$ cat config.mk
export PLATFORM = sky130hd
export DESIGN_NAME = mc_cpu
export DESIGN_NICKNAME = d
export VERILOG_FILES = /design/src/rtl/mc_cpu_pkg.sv /design/src/rtl/mc_regfile.sv /design/src/rtl/mc_cpu.sv
export SDC_FILE = /design/constraint.sdc
export NUM_CORES = 2
export LEC_CHECK = 0
export CORE_AREA = 2 2 512 514
export CTS_CLUSTER_DIAMETER = 120
export DETAILED_ROUTE_END_ITERATION = 8
export DIE_AREA = 0 0 514 516
export HOLD_SLACK_MARGIN = 0.08
export PLACE_DENSITY_LB_ADDON = 0.25
export SLEW_MARGIN = 20
export SYNTH_ARGS = -nofsm -noshare
export SYNTH_HDL_FRONTEND = slang
export SYNTH_SLANG_ARGS = --single-unit
$ cat constraint.sdc
create_clock -name clk -period 7.9 [get_ports clk]
set_input_delay 0.79 -clock clk [delete_from_list [all_inputs] [get_ports clk]]
set_output_delay 0.79 -clock clk [all_outputs]
set_load 0.1 [all_outputs]
$ cat src/rtl/mc_cpu_pkg.sv
// mc_cpu_pkg: opcodes, FSM states, ALU op codes and ALU helpers for mc_cpu.
package mc_cpu_pkg;
  localparam logic [5:0] OP_R = 6'h00, OP_J = 6'h02, OP_BEQ = 6'h04, OP_BGTZ = 6'h07;
  localparam logic [5:0] OP_ADDI = 6'h08, OP_LW = 6'h23, OP_SW = 6'h2b, OP_HALT = 6'h3f;
  localparam logic [5:0] FN_ADD = 6'h20, FN_SUB = 6'h22, FN_AND = 6'h24, FN_OR = 6'h25, FN_SLT = 6'h2a;
  typedef enum logic [3:0] {
    FETCH, DECODE, EXEC_R, EXEC_I, MEM_ADDR, MEM_RD, MEM_WR, WB_ALU, WB_MEM, BRANCH, JUMP, HALT
  } state_e;
  typedef enum logic [2:0] {ALU_ADD, ALU_SUB, ALU_AND, ALU_OR, ALU_SLT} alu_op_e;
  function automatic logic funct_ok(input logic [5:0] fn);
    return fn == FN_ADD || fn == FN_SUB || fn == FN_AND || fn == FN_OR || fn == FN_SLT;
  endfunction
  function automatic alu_op_e funct_op(input logic [5:0] fn);
    return fn == FN_SUB ? ALU_SUB : fn == FN_AND ? ALU_AND : fn == FN_OR ? ALU_OR :
           fn == FN_SLT ? ALU_SLT : ALU_ADD;
  endfunction
  function automatic logic [31:0] alu(input alu_op_e op, input logic [31:0] a, input logic [31:0] b);
    return op == ALU_SUB ? a - b : op == ALU_AND ? a & b : op == ALU_OR ? a | b :
           op == ALU_SLT ? {31'd0, $signed(a) < $signed(b)} : a + b;
  endfunction
endpackage

$ cat src/rtl/mc_regfile.sv
// mc_regfile: register file with two async read ports, one sync write port, $0 hardwired to zero.
module mc_regfile #(
  parameter int NREGS_LOG2 = 5
) (
  input  logic                  clk,
  input  logic                  rst,
  input  logic                  we_i,
  input  logic [NREGS_LOG2-1:0] waddr_i,
  input  logic [31:0]           wdata_i,
  input  logic [NREGS_LOG2-1:0] raddr_a_i,
  input  logic [NREGS_LOG2-1:0] raddr_b_i,
  output logic [31:0]           rdata_a_o,
  output logic [31:0]           rdata_b_o
);
  logic [31:0] regs_q [2**NREGS_LOG2];
  always_ff @(posedge clk)
    if (rst) for (int i = 0; i < 2**NREGS_LOG2; i++) regs_q[i] <= '0;
    else if (we_i && waddr_i != '0) regs_q[waddr_i] <= wdata_i;
  assign rdata_a_o = raddr_a_i == '0 ? '0 : regs_q[raddr_a_i];
  assign rdata_b_o = raddr_b_i == '0 ? '0 : regs_q[raddr_b_i];
endmodule

$ cat src/rtl/mc_cpu.sv
// mc_cpu: multi-cycle MIPS-subset core with one shared ALU and a single req/ready memory port.
module mc_cpu
  import mc_cpu_pkg::*;
#(
  parameter int          ADDR_W     = 12,
  parameter logic [31:0] RESET_PC   = 32'h0000_0000,
  parameter int          NREGS_LOG2 = 5
) (
  input  logic              clk,
  input  logic              rst,
  output logic              mem_req,
  output logic              mem_we,
  output logic [ADDR_W-1:0] mem_addr,
  output logic [31:0]       mem_wdata,
  input  logic [31:0]       mem_rdata,
  input  logic              mem_ready,
  output logic [31:0]       dout,
  output logic              halted,
  output logic              illegal,
  output logic [31:0]       dbg_pc
);
  state_e state_q, dec_state_d;
  logic [31:0] pc_q, ir_q, a_q, b_q, alu_q, mdr_q, dout_q;
  logic illegal_q;
  logic [31:0] simm, rd_a, rd_b, alu_a, alu_b, alu_y, rf_wdata;
  logic [5:0] op, fn;
  logic taken, rf_we;
  logic [NREGS_LOG2-1:0] rf_waddr;
  alu_op_e alu_op;
  assign op = ir_q[31:26];
  assign fn = ir_q[5:0];
  assign simm = {{16{ir_q[15]}}, ir_q[15:0]};
  // The single ALU computes PC+4 in FETCH and the branch target in DECODE.
  assign alu_a = (state_q == FETCH || state_q == DECODE) ? pc_q : a_q;
  assign alu_b = state_q == FETCH ? 32'd4 : state_q == DECODE ? {simm[29:0], 2'b00} :
                 state_q == EXEC_R ? b_q : simm;
  assign alu_op = state_q == EXEC_R ? funct_op(fn) : ALU_ADD;
  assign alu_y = alu(alu_op, alu_a, alu_b);
  assign taken = op == OP_BEQ ? a_q == b_q : !a_q[31] && a_q != '0;
  assign dec_state_d = op == OP_R ? (funct_ok(fn) ? EXEC_R : HALT) :
                       op == OP_ADDI ? EXEC_I :
                       (op == OP_LW || op == OP_SW) ? MEM_ADDR :
                       (op == OP_BEQ || op == OP_BGTZ) ? BRANCH :
                       op == OP_J ? JUMP : HALT;
  assign rf_we = state_q == WB_ALU || state_q == WB_MEM;
  assign rf_waddr = (state_q == WB_ALU && op == OP_R) ? ir_q[11 +: NREGS_LOG2] : ir_q[16 +: NREGS_LOG2];
  assign rf_wdata = state_q == WB_MEM ? mdr_q : alu_q;
  assign mem_req = !rst && (state_q == FETCH || state_q == MEM_RD || state_q == MEM_WR);
  assign mem_we = !rst && state_q == MEM_WR;
  assign mem_addr = {state_q == FETCH ? pc_q[ADDR_W-1:2] : alu_q[ADDR_W-1:2], 2'b00};
  assign mem_wdata = b_q;
  assign dout = dout_q;
  assign halted = state_q == HALT;
  assign illegal = illegal_q;
  assign dbg_pc = pc_q;
  mc_regfile #(.NREGS_LOG2(NREGS_LOG2)) u_rf (
    .clk(clk), .rst(rst), .we_i(rf_we), .waddr_i(rf_waddr), .wdata_i(rf_wdata),
    .raddr_a_i(ir_q[21 +: NREGS_LOG2]), .raddr_b_i(ir_q[16 +: NREGS_LOG2]),
    .rdata_a_o(rd_a), .rdata_b_o(rd_b)
  );
  always_ff @(posedge clk)
    if (rst) begin
      state_q <= FETCH;
      pc_q <= RESET_PC;
      ir_q <= '0;
      a_q <= '0;
      b_q <= '0;
      alu_q <= '0;
      mdr_q <= '0;
      dout_q <= '0;
      illegal_q <= 1'b0;
    end else
      case (state_q)
        FETCH: if (mem_ready) begin
          ir_q <= mem_rdata;
          pc_q <= alu_y;
          state_q <= DECODE;
        end
        DECODE: begin
          a_q <= rd_a;
          b_q <= rd_b;
          alu_q <= alu_y;
          illegal_q <= dec_state_d == HALT && op != OP_HALT;
          state_q <= dec_state_d;
        end
        EXEC_R, EXEC_I: begin
          alu_q <= alu_y;
          state_q <= WB_ALU;
        end
        WB_ALU: begin
          dout_q <= alu_q;
          state_q <= FETCH;
        end
        MEM_ADDR: begin
          alu_q <= alu_y;
          state_q <= op == OP_LW ? MEM_RD : MEM_WR;
        end
        MEM_RD: if (mem_ready) begin
          mdr_q <= mem_rdata;
          state_q <= WB_MEM;
        end
        WB_MEM: begin
          dout_q <= mdr_q;
          state_q <= FETCH;
        end
        MEM_WR: if (mem_ready) state_q <= FETCH;
        BRANCH: begin
          if (taken) pc_q <= alu_q;
          state_q <= FETCH;
        end
        JUMP: begin
          pc_q <= {pc_q[31:28], ir_q[25:0], 2'b00};
          state_q <= FETCH;
        end
        default: state_q <= HALT;
      endcase
endmodule

==> impl_results.md <==
- Root Buffer: clkbuf_16
- Layout cells sized above 1: 22.0%
- Synth Cell Area: 67300 µm²
- CP cell instances: or2_2 > nor2_4 > buf_4 > nand2_2 > nand3_1 > a31o_2 > ha_1 > a21oi_1 > o21ai_0 > a221oi_1 > o31ai_1 > o2111ai_1 > o211a_1 > o2111ai_1 > a41oi_1 > o21ai_0 > a311oi_1
- Final core occ: 30.0%
- Synth area leaders: edfxtp_1 46%, mux4_2 21%, nor2_1 7.2%
- Delay-heaviest family, CP: compound AO/OA/AOI/OAI gates
- Area leader, netlist: edfxtp_1
- Synth Flop Type: edfxtp_1
- Final hold vios: 0
- Crit-path max FO: 23
- Tightest Pin Transition: 1150 ps
- CP max stage delay: 560 ps
- I/O Buffers: 144
- Dpl cell area: 73100 µm²
- TNS Setup: 0 ps
- Via count: 46.9k
- Worst-Skew Late Latency: 810 ps
- Slew HR: 23.0%
- CTS tree: built
- Cell row count: 187
- MaxCap Viol Count: 0
- Area grow syn2layout: 15.3%
- Final instance area: 77700 µm²
- Global Route Usage Sum: 19.2%
- Routed wire length: 258000 µm
- Cell Pwr Density: 341 nW/µm²
- FF-to-FF setup slack: 2290 ps
- Initial antenna violation count: 19
- Routed Antenna Nets: 0
- Hold-fix buffers, CTS: 0
- Ys Warns: 0
- Placed Cells: 8490
- Maximum VDD drop: 0.358 mV
- Post-cts sizing count: 0
- DRT Pass-1 Iters: 7
- Starting Density: 26.0%
- Crit. End Element: flip-flop
- EDFF count, synth: 1024
- CTS buffer count: 146
- Skew final: 70.3 ps
- Post-Layout Cell Count: 8754
- Arr. time, crit path: 6300 ps
- Slew Limit Fails: 0
- Post-synth ARST share: 0%
- CP Launch Type: flip-flop
- Synth top area share: 45.7%
- Count leader, synth: nor2_1
- Status: complete, no violations
- Clk buf depth: 3
- Iter 0 DRT Violations: 5676
- Leak pwr: 24.8 nW
- Total power: 26.4 mW
- Sink Count: 1263
- Min cycle time layout: 5610 ps
- Syn Inst Count: 5265
- Buf/Inv on CP: 1
- Chip width: 514 µm
- Unique cell type count in the Yosys netlist: 85
- Fin nets: 5370
- Crit path max-delay cell type: or2_2
- Gr ovfl total: 0
- Residual DRC: 0
- H-tree depth: 4
- Worst-path clk slew: 60 ps
- First-pass GRT wire length: 364000 µm
- Fmax: 178 MHz
- Die Span Y: 516 µm
- Core Box Area: 259000 µm²
- Hold Crit Class: input port to flip-flop
- DP HPWL: 167000 µm
- Drt wl/cell: 29.5 µm
- Largest net degree at the start of global routing: 132
- DR vias/cell: 5.35
- Crit path required time: 8580 ps
- Sequential area share after synthesis: 52.8%
- Fin crit share: 71.0%
- Post-CTS Setup Bufs: 0
- Ports: 147
- Setup violators final: 0
- Vias in the first global route: 46.0k
- Critical path class: flip-flop to flip-flop
- GPL Wtd Cong: 0.932
- Commonest cells in the netlist: 1287 x nor2_1, 1024 x edfxtp_1, 640 x mux4_2
- RSZ-0062 raised after global routing: false
- Die area: 265000 µm²
- Flops & latches, synth: 1263
- Avg Cell Area, Syn: 12.8 µm²
==> flip-flops by register name, indices dropped and copies added (netlist names), named ones only <==
signal,flops
u_rf.regs_q,1024
illegal,1
state_q,4
mdr_q,32
a_q,32
alu_q,32
dbg_pc,32
mem_wdata,32
ir_q,32
dout,32
==> layer usage <==
layer	wire [µm]	vias to the layer above	track usage (%)	part of all wire [%]
li1	-	19735	-	-
met1	113000	24635	27.4	44
met2	117000	2164	29.7	45
met3	21600	335	3.72	8.4
met4	6040	2	4.77	2.3
met5	7	-	0	0.0027
==> final cells by class <==
class                   count  area, µm²
fillers                 26034     182000
flip-flops and latches   1263      35600
multi-input cells        3419      30200
well taps                3402       4260
clock buffers             193       3930
repair buffers            293       2660
clock inverters            69        633
inverters                 113        424
diodes                      2       5.00
==> cells by family (layout without fill, tap and decap cells) <==
group	count (synthesis)	in the layout	synth area share [%]
adders and majority gates	99	99	1.86
other	1	36	0.00557
and+or+nand+nor	1820	1820	11.1
AOI/OAI and AO/OA	610	610	6.03
xor gates and xnor gates	55	55	0.715
muxes	801	801	23.9
buffers and inverters	616	668	3.64
DFF	1263	1263	52.8
==> worst register-to-register path, cell delays in order, from the launching register on <==
cell and delay [ps]:
dfxtp_1 480, or2_2 560, nor2_4 500, buf_4 560, nand2_2 150, nand3_1 160
a31o_2 210, ha_1 370, a21oi_1 360, o21ai_0 200, a221oi_1 230, o31ai_1 280
o2111ai_1 320, o211a_1 310, o2111ai_1 160, a41oi_1 270, o21ai_0 120, a311oi_1 260
==> stage by stage <==
| stage | hold slack (ps) | setup slack (ps) |
|---|---|---|
| 2_1_floorplan | 436 | 2920 |
| 3_3_place_gp | 475 | 1880 |
| 3_5_place_dp | 482 | 2420 |
| 4_1_cts | 338 | 2380 |
| 5_1_grt | 382 | 2010 |
| 6_report | 396 | 2290 |
==> report_power, final <==
| part | switching (mW) | internal [mW] | total, mW | leakage (nW) |
|---|---|---|---|---|
| combinational | 7.47 | 3.79 | 11.3 | 10.1 |
| sequential | 0.884 | 7.68 | 8.56 | 12.5 |
| clock | 2.91 | 3.72 | 6.62 | 2.20 |
| total | 11.3 | 15.2 | 26.4 | 24.8 |
==> worst paths after layout <==
path,start,to,cells after the start
setup / recovery,state_q[2],dbg_pc[29],17
hold / removal,rst,mdr_q[0],2
setup reg to reg,state_q[2],dbg_pc[29],17
hold reg to reg,mdr_q[8],mdr_q[8],2
==> cell usage in the layout, fill, tap and decap left out, drive strengths merged, types with 32 or more instances in the layout <==
cell type and count:
buf 150, clkbuf 193, nand2 283, nor2 1288, conb 34, clkdlybuf4s50 143, a22oi 57, clkinv 55
edfxtp 1024, a221oi 32, dfxtp 239, mux2 49, a21oi 210, mux4 640, inv 119, nand2b 49
mux2i 112, a211oi 74, ha 97, o21ai 67, nor3 56
No activity file was read; power rests on OpenSTA's default activity.
